$ cat src/rtl/uart_pkg.sv
// Shared types and constants for the oversampling UART receiver.
// Holds the receiver state encoding and the baud divisor calculation.
package uart_pkg;

  localparam int unsigned OVERSAMPLE = 16;

  typedef enum logic [1:0] {
    IDLE  = 2'd0,
    START = 2'd1,
    DATA  = 2'd2,
    STOP  = 2'd3
  } rx_state_t;

  // Clocks per oversample tick, rounded to nearest.
  function automatic int unsigned baud_div(input int unsigned clk_freq,
                                           input int unsigned baud);
    int unsigned os_rate;
    os_rate = baud * OVERSAMPLE;
    return (clk_freq + os_rate / 2) / os_rate;
  endfunction

endpackage

$ cat src/rtl/uart_rx_fifo.sv
// Show-ahead receive FIFO with occupancy count and overrun pulse.
// A read frees a slot in the same cycle, so write+read at full succeeds.
module uart_rx_fifo #(
  parameter int unsigned DEPTH = 8
) (
  input  logic                     clk,
  input  logic                     rst,
  input  logic                     wr_en,
  input  logic [7:0]               wr_data,
  input  logic                     rd_en,
  output logic [7:0]               rd_data,
  output logic                     empty,
  output logic                     full,
  output logic [$clog2(DEPTH):0]   count,
  output logic                     overrun
);

  localparam int unsigned AW = $clog2(DEPTH);
  localparam logic [AW:0]   DEPTH_C = DEPTH[AW:0];
  localparam logic [AW:0]   CNT_ONE = 1;
  localparam logic [AW-1:0] PTR_ONE = 1;

  logic [7:0]    mem [DEPTH];
  logic [AW-1:0] wr_ptr;
  logic [AW-1:0] rd_ptr;
  logic [AW:0]   cnt;
  logic          do_wr;
  logic          do_rd;

  assign empty   = (cnt == '0);
  assign full    = (cnt == DEPTH_C);
  assign count   = cnt;
  assign do_rd   = rd_en & ~empty;
  assign do_wr   = wr_en & (~full | do_rd);
  assign rd_data = empty ? '0 : mem[rd_ptr];

  always_ff @(posedge clk) begin
    if (do_wr) mem[wr_ptr] <= wr_data;
  end

  always_ff @(posedge clk or posedge rst) begin
    if (rst) begin
      wr_ptr  <= '0;
      rd_ptr  <= '0;
      cnt     <= '0;
      overrun <= 1'b0;
    end else begin
      overrun <= wr_en & ~do_wr;
      if (do_wr) wr_ptr <= wr_ptr + PTR_ONE;
      if (do_rd) rd_ptr <= rd_ptr + PTR_ONE;
      case ({do_wr, do_rd})
        2'b10:   cnt <= cnt + CNT_ONE;
        2'b01:   cnt <= cnt - CNT_ONE;
        default: cnt <= cnt;
      endcase
    end
  end

endmodule

$ cat src/rtl/uart_rx_os.sv
// 16x oversampling UART receiver (8N1) with majority-vote bit decisions
// feeding a show-ahead receive FIFO.
module uart_rx_os
  import uart_pkg::*;
#(
  parameter int unsigned CLK_FREQ   = 50000000,
  parameter int unsigned BAUD       = 115200,
  parameter int unsigned FIFO_DEPTH = 8
) (
  input  logic                          clk,
  input  logic                          rst,
  input  logic                          rx,
  input  logic                          rd_en,
  output logic [7:0]                    rd_data,
  output logic                          empty,
  output logic                          full,
  output logic [$clog2(FIFO_DEPTH):0]   count,
  output logic                          frame_err,
  output logic                          overrun
);

  localparam int unsigned DIV = baud_div(CLK_FREQ, BAUD);
  localparam int unsigned DW  = (DIV > 1) ? $clog2(DIV) : 1;
  localparam logic [DW-1:0] DIV_LAST = DW'(DIV - 1);
  localparam logic [DW-1:0] DIV_ONE  = 1;

  logic          rx_s1, rx_s2, rx_q;
  logic [DW-1:0] div_cnt;
  logic          tick;
  logic          restart;

  rx_state_t     state, state_n;
  logic [3:0]    s_cnt, s_cnt_n;
  logic [2:0]    bit_idx, bit_idx_n;
  logic [7:0]    shreg, shreg_n;
  logic [1:0]    samp, samp_n;
  logic          vote;
  logic          wr_en;
  logic          ferr_n;

  always_ff @(posedge clk or posedge rst) begin
    if (rst) begin
      rx_s1 <= 1'b1;
      rx_s2 <= 1'b1;
      rx_q  <= 1'b1;
    end else begin
      rx_s1 <= rx;
      rx_s2 <= rx_s1;
      rx_q  <= rx_s2;
    end
  end

  // Divider realigns to the start edge so ticks land on bit centres.
  always_ff @(posedge clk or posedge rst) begin
    if (rst)                  div_cnt <= '0;
    else if (restart || tick) div_cnt <= '0;
    else                      div_cnt <= div_cnt + DIV_ONE;
  end

  assign tick = (div_cnt == DIV_LAST);

  always_ff @(posedge clk or posedge rst) begin
    if (rst) begin
      state     <= IDLE;
      s_cnt     <= '0;
      bit_idx   <= '0;
      shreg     <= '0;
      samp      <= '0;
      frame_err <= 1'b0;
    end else begin
      state     <= state_n;
      s_cnt     <= s_cnt_n;
      bit_idx   <= bit_idx_n;
      shreg     <= shreg_n;
      samp      <= samp_n;
      frame_err <= ferr_n;
    end
  end

  // Majority of the samples from ticks 7 and 8 plus the live tick-9 sample.
  assign vote = (samp[0] & samp[1]) | (samp[0] & rx_s2) | (samp[1] & rx_s2);

  always_comb begin
    state_n   = state;
    s_cnt_n   = s_cnt;
    bit_idx_n = bit_idx;
    shreg_n   = shreg;
    samp_n    = samp;
    wr_en     = 1'b0;
    ferr_n    = 1'b0;
    restart   = 1'b0;

    if (state != IDLE && tick) begin
      s_cnt_n = s_cnt + 4'd1;
      if (s_cnt == 4'd7) samp_n[0] = rx_s2;
      if (s_cnt == 4'd8) samp_n[1] = rx_s2;
    end

    case (state)
      IDLE: begin
        if (rx_q && !rx_s2) begin
          state_n   = START;
          s_cnt_n   = '0;
          bit_idx_n = '0;
          restart   = 1'b1;
        end
      end
      START: begin
        if (tick) begin
          if (s_cnt == 4'd9 && vote) begin
            state_n = IDLE;
            s_cnt_n = '0;
          end else if (s_cnt == 4'd15) begin
            state_n = DATA;
          end
        end
      end
      DATA: begin
        if (tick) begin
          if (s_cnt == 4'd9) shreg_n = {vote, shreg[7:1]};
          if (s_cnt == 4'd15) begin
            if (bit_idx == 3'd7) state_n = STOP;
            else                 bit_idx_n = bit_idx + 3'd1;
          end
        end
      end
      STOP: begin
        if (tick && s_cnt == 4'd9) begin
          state_n = IDLE;
          s_cnt_n = '0;
          if (vote) wr_en  = 1'b1;
          else      ferr_n = 1'b1;
        end
      end
      default: state_n = IDLE;
    endcase
  end

  uart_rx_fifo #(
    .DEPTH (FIFO_DEPTH)
  ) u_fifo (
    .clk     (clk),
    .rst     (rst),
    .wr_en   (wr_en),
    .wr_data (shreg),
    .rd_en   (rd_en),
    .rd_data (rd_data),
    .empty   (empty),
    .full    (full),
    .count   (count),
    .overrun (overrun)
  );

endmodule

$ cat config.mk
export PLATFORM = sky130hd
export DESIGN_NAME = uart_rx_os
export DESIGN_NICKNAME = d
export VERILOG_FILES = /design/src/rtl/uart_pkg.sv /design/src/rtl/uart_rx_fifo.sv /design/src/rtl/uart_rx_os.sv
export SDC_FILE = /design/constraint.sdc
export NUM_CORES = 1
export LEC_CHECK = 0
export CAP_MARGIN = 25
export CORE_ASPECT_RATIO = 1.2
export CORE_UTILIZATION = 55
export CTS_BUF_LIST = sky130_fd_sc_hd__clkbuf_8
export CTS_CLUSTER_SIZE = 12
export DETAILED_ROUTE_END_ITERATION = 10
export DONT_BUFFER_PORTS = 1
export HOLD_SLACK_MARGIN = 0.05
export PLACE_DENSITY = 0.77
export SETUP_SLACK_MARGIN = 0.02
export SLEW_MARGIN = 10
export SYNTH_ARGS = -nofsm -noshare
export SYNTH_HDL_FRONTEND = slang
export SYNTH_SLANG_ARGS = --single-unit
$ cat constraint.sdc
create_clock -name clk -period 6.31 [get_ports clk]
set_input_delay 1.893 -clock clk [delete_from_list [all_inputs] [get_ports clk]]
set_output_delay 1.893 -clock clk [all_outputs]
set_load 0.02 [all_outputs]
# Yosys cells after proc, flatten, opt, wreduce, memory -nomap -nowiden
# Memory sizes are Yosys's and may differ from the RTL's.
# Index checks and enable logic that the tools add are counted.
# totals
regBits,39
ramBits,64
inputBits,4
output_inout_bits,16
word_cells,104
n_memories,1
# memory_table
name,words,width,rd,rd_clocked_by_memory_dff,wr,line,text
u_fifo.mem,8,8,1,0,1,uart_rx_fifo.sv:23,logic [7:0] mem [DEPTH];
# classes
n_addsub,7
eq_ne,20
mux,33
bitwise_logic,12
reduce_logical,16
# op_table
cell,n
2-to-1 mux 4 bit,5
"== test 4 bit, second input constant",4
2-to-1 mux 2 bit,8
"inequality test 2 bit, second input constant",7
2-to-1 mux 3 bit,4
case mux 4 bit (3 select lines),1
2-to-1 mux 1 bit,10
"adder 3 x 1 -> 3 bit, second input constant",3
"adder 4 x 1 -> 4 bit, second input constant",2
2-to-1 mux 8 bit,1
case mux 2 bit (4 select lines),1
case mux 4 bit (2 select lines),1
AND reduction 7 bit,1
bitwise AND 1 bit,6
"== test 2 bit, second input constant",3
case mux 3 bit (2 select lines),1
nonzero test 2 bit,3
"adder 5 x 1 -> 5 bit, second input constant",1
"== test 5 bit, second input constant",1
2-to-1 mux 5 bit,1
AND reduction 5 bit,1
"== test 2 x 1 -> 1 bit, second input constant",2
"== test 4 x 3 -> 1 bit, second input constant",1
logical AND 1 bit,4
other kinds (11),16

# Logic depth before layout (Yosys ltp)
# Gate-level depths: netlist of run 1.
# depth
word_depth,9
depth_mapped,12

# Modules after synthesis
# A second synthesis of run 1 with hierarchy kept.
# unflattened
cells_unflattened,307
hier_area_um2,4498.1
# by_module_without_submodules
module,instances,cells_each,area_each_um2
uart_rx_fifo,1,190,3159.3
uart_rx_os,1,117,1338.8

# Worst setup path before layout of run 1
# OpenSTA, ideal clock, no wires.
# synth_path
path_kind,reg-to-output
from,register u_fifo.rd_ptr[0]
to,output port rd_data[5]
arrival_time_ns,1.647
required_time_ns,4.417
path_slack_ns,2.770
stages_incl_launch_ff,6
path_buffers,2
path_cell_list,dfrtp_1 buf_2 buf_2 mux4_2 mux2i_1 nor2_1
# synth_between
elab_chain_len,2
# synth_lines
item,line,text
start: declaration,uart_rx_fifo.sv:25,logic [AW-1:0] rd_ptr;
start signal: assignment,uart_rx_fifo.sv:50,if (do_rd) rd_ptr <= rd_ptr + PTR_ONE;
memory read (8 x 8 bit),n/a,
2-to-1 mux 8 bit,uart_rx_fifo.sv:35,assign rd_data = empty ? '0 : mem[rd_ptr];
end: declaration,uart_rx_os.sv:14,"output logic [7:0] rd_data,"
# Every way passes these cells.

# Worst setup path after layout of run 1
# layout_path
from,register u_fifo.cnt[1] (netlist: u_fifo.count[1])
to,output port rd_data[2]
# layout_between
elab_chain_len,2
# layout_lines
item,line,text
start: declaration,uart_rx_fifo.sv:26,logic [AW:0] cnt;
start signal: assignment,uart_rx_fifo.sv:52,2'b10: cnt <= cnt + CNT_ONE;
start signal: assignment,uart_rx_fifo.sv:53,2'b01: cnt <= cnt - CNT_ONE;
start signal: assignment,uart_rx_fifo.sv:54,default: cnt <= cnt;
logical NOT 4 bit,uart_rx_fifo.sv:30,assign empty = (cnt == '0);
via empty,uart_rx_os.sv:15,"output logic empty,"
2-to-1 mux 8 bit,uart_rx_fifo.sv:35,
# The timed path passes the listed nets, and every way through them passes these cells.

==> flow_metrics.tcl, run 1 <==
set metrics [dict create \
    worst-setup-path-type "flip-flop to primary output" \
    cts_root_buf "clkbuf_8" \
    die_area_um2 8373 \
    cts.clk_slew.worst_paths_ps 100 \
    cts_hold_buf 0 \
    yosys_most_used_dff "edfxtp_1" \
    cts_buffers 9 \
    drv_slew 0 \
    overflow 0 \
    syn_nets 290 \
    grt_setup_unrepaired "no" \
    p_per_area_nw_per_um2 338.6 \
    h-tree-depth 3 \
    required_ps 4420 \
    grt_pass1_vias 2345 \
    place.port_buffers 0 \
    vias_per_cell 5.942 \
    vias 2258 \
    syn2layout_area_growth_pct 7.185 \
    post_cts_resized 0 \
    mostFrequentLayoutCell "edfxtp_1" \
    syn_inst 274 \
    ctsLongestPathBuffers 2 \
    dp.cells 364 \
    clk-insertion-delay-late_ps 360 \
    routabilityCongestion 0.7824 \
    cp_cell_sequence "nor4_4 -> nor2_1" \
    ant_nets 0 \
    synth_edf_count 64 \
    die_x_um 83.70 \
    leakagePower_nw 1.950 \
    n_antenna_cell 0 \
    ys_seq_area_share_pct 65.86 \
    grt_pass1_wl_mm 11.65 \
    fmax_mhz 248.5 \
    ys_warn_count 0 \
    final_cell_area_um2 4722 \
    preCtsSetupSlack_ps 2639 \
    worstMarginPinSlew_ps 935.7 \
    std_cell_rows 35 \
    ios 20 \
    antenna_found_initial 0 \
    relSlewSlack_pct 37.15 \
    layout_common_cells "edfxtp_1 (64), dfrtp_1 (36), nor2_1 (25), mux4_2 (16), ha_1 (12)" \
    die_y_um 100.0 \
    p_total_mw 1.599 \
    fin_skew_ps 13.00 \
    dp_hpwl_mm 4.703 \
    layout-drive-gt1-share_pct 20.14 \
    finalSetupViolCount 0 \
    place_area_um2 4537 \
    cts.sink_count 103 \
    status "finished, final reports clean" \
    cts_tree "done" \
    yosysUniqueCellTypes 47 \
    arrival_ps 2130 \
    final_core_util_pct 61.27 \
    wire_per_inst_um 18.53 \
    synth_async_sr_flop_share_pct 37.86 \
    ir_drop_mv 0.2086 \
    min_period_ps 4023 \
    coreArea_um2 7707 \
    first_pass_iters 4 \
    maxCapViolations 0 \
    whs_ps 361.8 \
    wirelength_mm 7.041 \
    cpPeakStageDelay_ps 890 \
    end_kind "primary output" \
    drc 0 \
    hold_path.class "flip-flop to flip-flop" \
    grt_max_degree 40 \
    ys_ff_latch 103 \
    final_hold_viol_count 0 \
    fin_ws_ps 2287 \
    drt_iter0_markers 118 \
    fin_tns_setup_ps 0 \
    synth.cell_area_um2 4405 \
    crit_fanout 10 \
    post_cts_buffers 0 \
    grt_usage_pct 18.67 \
    min_period_over_period_pct 63.76 \
    initial_core_util_pct 57.16 \
    avgSynthCellArea_um2 16.08 \
    crit_slowest_cell "nor4_4" \
    worstSetupStartpointType "flip-flop" \
    nets 299 \
    stdcell_count 380 \
]
-- worst paths after layout --
path / start / end / slack (ps) / depth (start not counted)
max: u_fifo.count[1] / rd_data[2] / 2290 / 2
min: rx_s1 / rx_s2 / 360 / 0
max reg2reg: u_fifo.count[1] / u_fifo.count[2] / 3330 / 9
min reg2reg: rx_s1 / rx_s2 / 360 / 0
max in group asynchronous: rst / rx_q / 4410 / 2
min in group asynchronous: rst / u_fifo.count[1] / 1530 / 2
-- where the power goes --
part	total [mW]	internal, mW	switching [mW]	leakage, nW
combinational	0.320	0.171	0.149	0.642
clock	0.385	0.153	0.232	0.100
sequential	0.894	0.758	0.136	1.21
-- state kept, by name, indices dropped and copies added (netlist names), named ones only --
signal and cells:
bit_idx 3, div_cnt 5, frame_err 1, rx_q 1, rx_s1 1, rx_s2 1, s_cnt 4, samp 2
shreg 8, state 1, u_fifo.count 4, u_fifo.mem 64, u_fifo.overrun 1, u_fifo.rd_ptr 3, u_fifo.wr_ptr 3
-- synth_stat cells (4+ instances only) --
| library cell | count | area share (%) |
|---|---|---|
| mux2i_1 | 8 | 1.8 |
| nand2_1 | 9 | 0.77 |
| mux2_4 | 8 | 2.7 |
| xnor2_1 | 7 | 1.4 |
| ha_1 | 12 | 3.4 |
| mux4_2 | 16 | 8.2 |
| inv_1 | 5 | 0.43 |
| mux2_2 | 6 | 1.5 |
| clkbuf_1 | 4 | 0.34 |
| nand3_1 | 11 | 1.2 |
| nor2_1 | 25 | 2.1 |
| dfrtp_1 | 36 | 20 |
| edfxtp_1 | 64 | 44 |
| xor2_1 | 7 | 1.4 |
| nor3_1 | 7 | 0.80 |
-- routing by layer --
metal	GRT usage (%)	up-vias	wire length (um)
met4	8.214	0	142
met5	0	-	0
li1	-	1065	-
met3	4.030	14	201
met2	32.33	33	3619
met1	22.74	1146	3078
-- logic make-up (layout without fill, tap and decap cells) --
family	after synthesis	in the layout	share of synthesized area, %
mux	38	38	14.26
simple gates	75	75	9.372
xor+xnor	14	14	2.783
flops	103	103	65.86
buf+inv	14	28	1.420
fa+ha+maj	13	13	3.635
compound gates	17	17	2.670
-- critical path: cells and delay by family, from the launching register on --
family / cells / cell delay, ps
simple gates: 2 / 1200
flops: 1 / 570
-- layout make-up --
| type | instances | area [um2] |
|---|---|---|
| Fill cell | 585 | 2985 |
| Sequential cell | 103 | 2902 |
| Multi-Input combinational cell | 157 | 1441 |
| Clock buffer | 9 | 123.9 |
| Tap cell | 92 | 115.1 |
| Clock inverter | 7 | 61.31 |
| Timing Repair Buffer | 7 | 60.06 |
| Inverter | 5 | 18.77 |
No activity file was read; power rests on OpenSTA's default activity.
==> inputs of run 2 (changes only) <==
Settings changed: PLACE_DENSITY 0.77 to 0.8.
Clock period 6.31 ns to 3.5 ns, I/O delays scaled along.
==> flow_metrics.tcl, run 2 (same netlist as run 1, synthesis figures left out) <==
set metrics [dict create \
    cpPeakStageDelay_ps 880 \
    fin_skew_ps 11.02 \
    cp_cell_sequence "mux4_2 -> mux2i_1 -> nor2_1" \
    p_seq_share_pct 54.9 \
    crit_slowest_cell "dfrtp_1" \
    required_ps 2450 \
    cts_buffers 9 \
    grt_max_degree 27 \
    end_kind "primary output" \
    arrival_ps 2020 \
    place_area_um2 4567 \
    worstMarginPinSlew_ps 800.5 \
    ctsLongestPathBuffers 2 \
    p_comb_share_pct 20.8 \
    p_per_area_nw_per_um2 606.2 \
    drt_iter0_markers 74 \
    overflow 0 \
    wirelength_mm 7.261 \
    worstSetupStartpointType "flip-flop" \
    post_cts_resized 0 \
    grt_usage_pct 19.29 \
    min_period_ps 3072 \
    largest_reg_flops 64 \
    relSlewSlack_pct 46.63 \
    status "finished, final reports clean" \
    post_cts_buffers 0 \
    cts_tree "done" \
    die_x_um 83.70 \
    p_int_mw 1.944 \
    nets 304 \
    cts.sink_count 103 \
    wire_per_inst_um 18.86 \
    ios 20 \
    ant_nets 0 \
    top_register "u_fifo.mem" \
    place.port_buffers 0 \
    largest_registers "u_fifo.mem x64, shreg x8, div_cnt x5" \
    final_hold_viol_count 0 \
    mostFrequentLayoutCell "edfxtp_1" \
    crit_fanout 18 \
    coreArea_um2 7707 \
    antenna_found_initial 0 \
    maxCapViolations 0 \
    layout-drive-gt1-share_pct 21.84 \
    leakagePower_nw 1.968 \
    first_pass_iters 4 \
    fin_tns_setup_ps 0 \
    switchingPower_mw 0.9390 \
    ir_drop_mv 0.4332 \
    die_y_um 100.0 \
    finalSetupViolCount 0 \
    hold_path.class "flip-flop to flip-flop" \
    routabilityCongestion 0.8099 \
    min_period_over_period_pct 87.77 \
    n_antenna_cell 0 \
    final_cell_area_um2 4756 \
    drv_slew 0 \
    layout_common_cells "edfxtp_1 (64), dfrtp_1 (36), nor2_1 (25), mux4_2 (16)" \
    power.share.switching_pct 32.57 \
    drc 0 \
    cts_root_buf "clkbuf_8" \
    clk-insertion-delay-late_ps 360 \
    grt_pass1_vias 2302 \
    h-tree-depth 3 \
    cts.clk_slew.worst_paths_ps 100 \
    dp_hpwl_mm 4.791 \
    grt_pass1_wl_mm 11.88 \
    fmax_mhz 325.5 \
    vias 2259 \
    worst-setup-path-type "flip-flop to primary output" \
    syn2layout_area_growth_pct 7.952 \
    initial_core_util_pct 57.16 \
    std_cell_rows 35 \
    grt_setup_unrepaired "no" \
    p_clk_share_pct 24.3 \
    vias_per_cell 5.868 \
    cts_hold_buf 0 \
    die_area_um2 8373 \
]
-- run 2: changes by cell type in the layout (fill, tap and decap cells not counted), sizes merged --
cell	change
buf	+5
clkinv	+3
clkinvlp	+1
inv	-4
-- run 2: worst paths after layout --
check,from,to,slack [ps],cells after the start
worst max-delay path,u_fifo.rd_ptr[1],rd_data[2],430,3
worst min-delay path,rx_s1,rx_s2,360,0
worst max register to register,s_cnt[0],u_fifo.count[2],690,11
worst min register to register,rx_s1,rx_s2,360,0
max in group asynchronous,rst,shreg[2],2170,2
min in group asynchronous,rst,s_cnt[0],590,1
-- run 2: routing by layer --
layer	vias to the layer above	GRT usage, %	part of all wire, %
met5	-	0	0
met4	0	8.214	1.9
met3	11	3.536	2.7
met2	30	34.52	52
met1	1151	23.05	43
li1	1067	-	-
-- run 2: power groups by stage --
stage	registers, mW	logic, mW	clock network (mW)
floorplan	1.51	0.591	0
global placement	1.61	0.593	0
detailed placement	1.61	0.613	0
CTS	1.59	0.613	0.711
global route	1.60	0.667	0.760
finish	1.58	0.600	0.701
-- run 2: critical path, delay by kind of cell (launching register included) --
kind | cells | cell delay, ps
DFF | 1 | 880
muxes | 2 | 430
and+or+nand+nor | 1 | 350
-- run 2: final cells by class --
class / instances / area (um2)
Fill cell: 580 / 2952
Sequential cell: 103 / 2902
Multi-Input combinational cell: 157 / 1441
Clock buffer: 9 / 123.9
Tap cell: 92 / 115.1
Timing Repair Buffer: 12 / 90.09
Clock inverter: 7 / 65.06
Inverter: 5 / 18.77
-- run 2: metrics by stage --
stage / setup WS, ps / total power [mW] / util [%] / hold slack, ps / cells
floorplan: 802.7 / 2.097 / - / 345.2 / 274
global placement: 781.0 / 2.200 / 59.25 / 346.2 / 369
detailed placement: 666.5 / 2.225 / 59.25 / 347.3 / 369
CTS: 395.5 / 2.909 / 61.70 / 362.4 / 385
global route: 307.3 / 3.029 / 61.70 / 367.5 / 385
finish: 428.1 / 2.883 / 61.70 / 360.8 / 385
